### config.mk
export PLATFORM = sky130hd
export DESIGN_NAME = ram_init_ctrl_flat
export DESIGN_NICKNAME = d
export VERILOG_FILES = /design/src/rtl/ram_init_ctrl_if.sv /design/src/rtl/ram_init_ctrl.sv /design/src/flat_wrapper.sv
export SDC_FILE = /design/constraint.sdc
export NUM_CORES = 1
export LEC_CHECK = 0
export BUFFER_PORTS_ARGS = -buffer_cell sky130_fd_sc_hd__buf_2
export CAP_MARGIN = 15
export CORE_ASPECT_RATIO = 1.2
export CORE_MARGIN = 1.5
export CORE_UTILIZATION = 30
export CTS_CLUSTER_SIZE = 25
export DETAILED_ROUTE_END_ITERATION = 10
export GPL_TIMING_DRIVEN = 0
export HOLD_SLACK_MARGIN = 0.03
export PLACE_DENSITY = 0.47
export REMOVE_ABC_BUFFERS = 1
export SLEW_MARGIN = 30
export SYNTH_ARGS = -nofsm -noshare
export SYNTH_HDL_FRONTEND = slang
export SYNTH_SLANG_ARGS = --single-unit
export TNS_END_PERCENT = 5
### constraint.sdc
create_clock -name clk -period 2 [get_ports clk]
set_clock_uncertainty 0.05 [all_clocks]
set_input_delay 0.2 -clock clk [delete_from_list [all_inputs] [get_ports clk]]
set_output_delay 0.2 -clock clk [all_outputs]
set_load 0.01 [all_outputs]
### src/rtl/ram_init_ctrl_if.sv
// Byte-stream handshake between an image source and the RAM init controller.
// The source drives valid/data; the controller answers with ready.
interface ram_init_ctrl_if;
    logic       in_valid;
    logic [7:0] in_data;
    logic       in_ready;

    modport master (output in_valid, output in_data, input in_ready);
    modport slave  (input in_valid, input in_data, output in_ready);
endinterface

### src/rtl/ram_init_ctrl.sv
// RAM image loader: takes a 16-bit little-endian length header and a byte stream,
// writes the bytes from address 0, then hands the RAM port over to the CPU.
module ram_init_ctrl #(
    parameter int ADDR_W = 10,
    parameter int DEPTH  = 1024
) (
    input  logic              clk,
    input  logic              reset,
    input  logic              start,
    ram_init_ctrl_if.slave    s_if,
    input  logic [ADDR_W-1:0] cpu_addr,
    output logic              cpu_gnt,
    output logic              ram_we,
    output logic [ADDR_W-1:0] ram_addr,
    output logic [7:0]        ram_wdata,
    output logic              busy,
    output logic              done,
    output logic              err
);

    typedef enum logic [2:0] {
        IDLE   = 3'd0,
        LEN_LO = 3'd1,
        LEN_HI = 3'd2,
        LOAD   = 3'd3,
        FLUSH  = 3'd4,
        DONE   = 3'd5,
        ERROR  = 3'd6
    } state_e;

    localparam logic [16:0] DEPTH_17 = 17'(DEPTH);

    state_e            state_q, state_d;
    logic [15:0]       len_q;
    logic [15:0]       cnt_q;
    logic [ADDR_W:0]   waddr_q;
    logic [ADDR_W-1:0] ram_addr_q;
    logic [7:0]        ram_wdata_q;
    logic              ram_we_q;

    logic              in_ready_s;
    logic              hs_s;
    logic [15:0]       len_hdr_s;
    logic              wr_ok_s;

    assign in_ready_s = (state_q == LEN_LO) || (state_q == LEN_HI) || (state_q == LOAD);
    assign hs_s       = s_if.in_valid && in_ready_s;
    assign len_hdr_s  = {s_if.in_data, len_q[7:0]};
    // Extra guard so a corrupted count can never push the address past len.
    assign wr_ok_s    = (17'(waddr_q) < {1'b0, len_q});

    assign s_if.in_ready = in_ready_s;
    assign busy      = (state_q == LEN_LO) || (state_q == LEN_HI) ||
                       (state_q == LOAD)   || (state_q == FLUSH);
    assign done      = (state_q == DONE);
    assign cpu_gnt   = (state_q == DONE);
    assign err       = (state_q == ERROR);
    assign ram_we    = ram_we_q;
    assign ram_wdata = ram_wdata_q;
    assign ram_addr  = (state_q == DONE) ? cpu_addr : ram_addr_q;

    // State register.
    always_ff @(posedge clk or posedge reset) begin
        if (reset) begin
            state_q <= IDLE;
        end else begin
            state_q <= state_d;
        end
    end

    // Next-state selection.
    always_comb begin
        state_d = state_q;
        case (state_q)
            IDLE: begin
                if (start) state_d = LEN_LO;
                else       state_d = IDLE;
            end
            LEN_LO: begin
                if (hs_s) state_d = LEN_HI;
                else      state_d = LEN_LO;
            end
            LEN_HI: begin
                if (!hs_s)                             state_d = LEN_HI;
                else if (len_hdr_s == 16'd0)           state_d = FLUSH;
                else if ({1'b0, len_hdr_s} > DEPTH_17) state_d = ERROR;
                else                                   state_d = LOAD;
            end
            LOAD: begin
                if (hs_s && (cnt_q == 16'd1)) state_d = FLUSH;
                else                          state_d = LOAD;
            end
            FLUSH: state_d = DONE;
            DONE: begin
                if (start) state_d = LEN_LO;
                else       state_d = DONE;
            end
            ERROR: begin
                if (start) state_d = LEN_LO;
                else       state_d = ERROR;
            end
            default: state_d = IDLE;
        endcase
    end

    // Header capture, write counters and the registered RAM write port.
    always_ff @(posedge clk or posedge reset) begin
        if (reset) begin
            len_q       <= 16'd0;
            cnt_q       <= 16'd0;
            waddr_q     <= '0;
            ram_addr_q  <= '0;
            ram_wdata_q <= 8'd0;
            ram_we_q    <= 1'b0;
        end else begin
            ram_we_q <= 1'b0;
            case (state_q)
                LEN_LO: begin
                    if (hs_s) len_q[7:0] <= s_if.in_data;
                end
                LEN_HI: begin
                    if (hs_s) begin
                        len_q[15:8] <= s_if.in_data;
                        cnt_q       <= len_hdr_s;
                        waddr_q     <= '0;
                    end
                end
                LOAD: begin
                    if (hs_s && wr_ok_s) begin
                        ram_we_q    <= 1'b1;
                        ram_wdata_q <= s_if.in_data;
                        ram_addr_q  <= waddr_q[ADDR_W-1:0];
                        waddr_q     <= waddr_q + (ADDR_W+1)'(1);
                        cnt_q       <= cnt_q - 16'd1;
                    end
                end
                default: begin
                end
            endcase
        end
    end

endmodule

### src/flat_wrapper.sv
// flat-port wrapper written by rule: the top's interface ports become plain ports
module ram_init_ctrl_flat 
#(
    parameter int ADDR_W = 10,
    parameter int DEPTH  = 1024
)
  (clk, reset, start, cpu_addr, cpu_gnt, ram_we, ram_addr, ram_wdata, busy, done, err, s_if_in_valid, s_if_in_data, s_if_in_ready);
  ram_init_ctrl_if s_if_i ();
  input  logic clk;
  input  logic reset;
  input  logic start;
  input  logic [ADDR_W-1:0] cpu_addr;
  output logic cpu_gnt;
  output logic ram_we;
  output logic [ADDR_W-1:0] ram_addr;
  output logic [7:0] ram_wdata;
  output logic busy;
  output logic done;
  output logic err;
  input wire logic [$bits(s_if_i.in_valid)-1:0] s_if_in_valid;
  input wire logic [$bits(s_if_i.in_data)-1:0] s_if_in_data;
  output wire logic [$bits(s_if_i.in_ready)-1:0] s_if_in_ready;
  assign s_if_i.in_valid = s_if_in_valid;
  assign s_if_i.in_data = s_if_in_data;
  assign s_if_in_ready = s_if_i.in_ready;
  ram_init_ctrl #(.ADDR_W(ADDR_W), .DEPTH(DEPTH)) u_core (.clk(clk), .reset(reset), .start(start), .s_if(s_if_i), .cpu_addr(cpu_addr), .cpu_gnt(cpu_gnt), .ram_we(ram_we), .ram_addr(ram_addr), .ram_wdata(ram_wdata), .busy(busy), .done(done), .err(err));
endmodule
==> metrics.txt <==
CP Capture Type=flip-flop; reg2reg end=u_core.ram_wdata[1]; Simple-Gate Fraction of Synth Area=0.210; GRT Overall Usage=0.180; global route hottest layer=met2; HP Class=input port to flip-flop; total power=0.00741 W; Top Ports=46; Max Transition Viols Final=0; period utilization=1.10; drt via density=between 5 and 6; routability cong.=0.850; CTS Sinks=65; final WL=11600 um; number of diodes=0; Max VDD drop=slightly above 500 uV; Post-synth top flop=dfrtp_1; hold path cells=3; R2R cell count=8; share of cells above drive strength 1=0.368; worst rel slew slack=0.645; largest net degree at the start of global routing=43; warnings from Yosys=0; met3 GRT Util=0.0300; Distinct cells, synth=62; CTS Buf Count=9; CTS Root Buffer Type=clkbuf_16; routed via count=3445; fmax=~460 MHz; wire per inst=17.8 um; die height=126 um; CTS tree=done; reg-to-reg startpoint=u_core.waddr_q[7]; initial antenna violation count=0; M1 GR Usage=0.221; top cells by count, synth=74 x nand2_1, 65 x dfrtp_1, 24 x o21ai_0; ANT nets after route=0; EDFF count, synth=0; Area growth syn-to-layout=34.8%; R2R Setup Slk=-0.20 ns; final setup vio count=44; mux contribution to synthesized area=0.0796; Die Wd=roughly 110 um; Reg clk slew, reported paths=around 0.06 ns; DIE AREA=13300 sq um; main combinational cell family by area after synthesis=simple AND/OR/NAND/NOR gates; drt first pass iters=4; Critical Path RT=2.17 ns; HPWL after DPL=7400 um; Bufs on Longest Clock Path=2; CTS H-Tree Depth=3; xor/xnor share of the synthesized area=0.00231; top cells by area, synth=dfrtp_1 43%, nand2_1 7.3%, ha_1 4.3%; met2 GRT Util=0.314; number of fill cells=1241; Post-Syn Instances=409; initial DRC count=210; number of global-route vias before repair=~3400; #FFs+latches synth=65; Compound-Gate Fraction of Synth Area=0.180; post-synth top area share=0.430; core area=about 12000 sq um; fin nets=520; critical path peak fanout=8; final count of hold timing violations=0; synthesized area=about 3800 sq um; violated checks=negative setup slack; Lkg Pwr=2.28 nW; Least-Margin Pin Slew=about 0.53 ns; cell taking the most area after synthesis=dfrtp_1; Final Worst Setup Slack=-0.195 ns; area share of fa/ha/maj cells after synthesis=0.0430; count leader, synth=nand2_1; Arr. time, crit path=around 2.4 ns; Crit Path Class=flip-flop to flip-flop; RSZ-0062 raised after global routing=yes; Worst Hold End=u_core.len_q[15]; max cap viols=0; Final Util=0.418; register area share after synthesis=0.430; port buffer count=45; # rows=between 40 and 50; outcome=finished, violations left; min-delay src=s_if_in_data[7]; Initial Utilization=0.310; first-pass GRT wire length=between 15000 and 20000 um; Async SR Flop Fraction=1.00; clk_lat worst skew=around 0.33 ns; min cycle time layout=2.20 ns; total grt overflow=0; PD cells=about 1500 nW/um^2; startpoint types=flip-flop; DRC Markers=0; Avg Inst Size Synth=9.26 sq um
==> kinds of logic (layout without fill, tap and decap cells) <==
group,Yosys count,after routing
and+or+nand+nor,162,162
AOI/OAI and AO/OA,98,99
DFF,65,65
buffers and inverters,45,124
muxes,25,25
adders and majority gates,13,13
xor gates and xnor gates,1,1
==> metal layers <==
metal	part of all wire	vias up
met5	0	-
met4	0.022	0
met3	0.030	17
met2	0.50	71
met1	0.44	1707
li1	-	1650
==> worst max path at each step <==
stage	start	endpoint	slack, ns	depth (start not counted)
floorplan	u_core.waddr_q[2]	u_core.ram_wdata[0]	-0.34	7
global placement	u_core.waddr_q[8]	u_core.cnt_q[3]	-1.51	6
detailed placement	u_core.waddr_q[2]	u_core.ram_wdata[1]	-0.84	7
CTS	u_core.len_q[2]	u_core.ram_wdata[1]	-0.22	9
global route	u_core.len_q[5]	u_core.ram_wdata[1]	-0.28	9
finish	u_core.waddr_q[7]	u_core.ram_wdata[1]	-0.20	8
==> cells in the final DEF (no fill, tap or decap), types with 4 or more instances in the layout <==
cell,instances
nand2_1,73
dfrtp_1,56
buf_2,45
buf_4,25
o21ai_0,22
nand3_1,17
nor2_1,16
inv_1,16
a21oi_1,13
mux2_4,13
nor3_1,12
clkbuf_16,9
buf_6,9
dfrtp_2,9
o221ai_1,8
mux2_2,7
nor4_1,6
a22oi_1,6
ha_1,6
ha_4,6
mux2i_1,5
o22ai_1,5
inv_2,4
and3_1,4
==> per-stage QoR <==
| step | setup slack, ns | cell area, sq um | hold slack, ns | setup TNS [ns] | cells |
|---|---|---|---|---|---|
| after floorplan | -0.338 | 3670 | 0.255 | -9.09 | 387 |
| after global placement | -1.51 | 4090 | 0.416 | -102.14 | 593 |
| after detailed placement | -0.835 | 4180 | 0.154 | -29.01 | 597 |
| after CTS | -0.223 | 5000 | 0.0964 | -6.92 | 645 |
| after global routing | -0.279 | 5100 | 0.116 | -9.83 | 650 |
| final | -0.195 | 5100 | 0.0969 | -5.39 | 650 |
==> area by class of cell <==
type | instances | area, sq um | share of cell area
well taps | 161 | 201 | 0.0395
clock buffers | 12 | 267 | 0.0522
clock inverters | 3 | 15.0 | 0.00294
flip-flops and latches | 65 | 1640 | 0.321
multi-input cells | 300 | 2240 | 0.439
repair buffers | 85 | 627 | 0.123
repair inverters | 1 | 16.3 | 0.00319
inverters | 23 | 98.8 | 0.0194
==> repair_timing <==
action | CTS | global route
cloned | 2 | 0
endpoints found under the hold margin | 23 | 0
hold buffers | 1 | 0
setup endpoints to repair | 60 | 57
setup buffers | 30 | 5
gates resized for setup | 55 | 17
pin swaps | 19 | 10
==> state kept, by name, summed over array words and instances, names as in the netlist <==
| signal | count |
|---|---|
| u_core.len_q | 16 |
| u_core.ram_wdata | 8 |
| u_core.cnt_q | 16 |
| u_core.waddr_q | 11 |
| u_core.ram_we | 1 |
| u_core.state_q | 3 |
| u_core.ram_addr_q | 10 |
==> critical path: stages (launching register included) <==
cell      delay (ns)
dfrtp_2         0.46
ha_4            0.31
and4_1          0.19
o21ai_2         0.09
o2111a_2        0.34
nor2_8          0.14
buf_6           0.14
inv_8           0.05
mux2_4          0.29
==> power by group <==
part           internal, W  switching, W
sequential         0.00182      0.000530
combinational      0.00166       0.00189
clock             0.000927      0.000592
total              0.00440       0.00301
No activity file was read; power rests on OpenSTA's default activity.
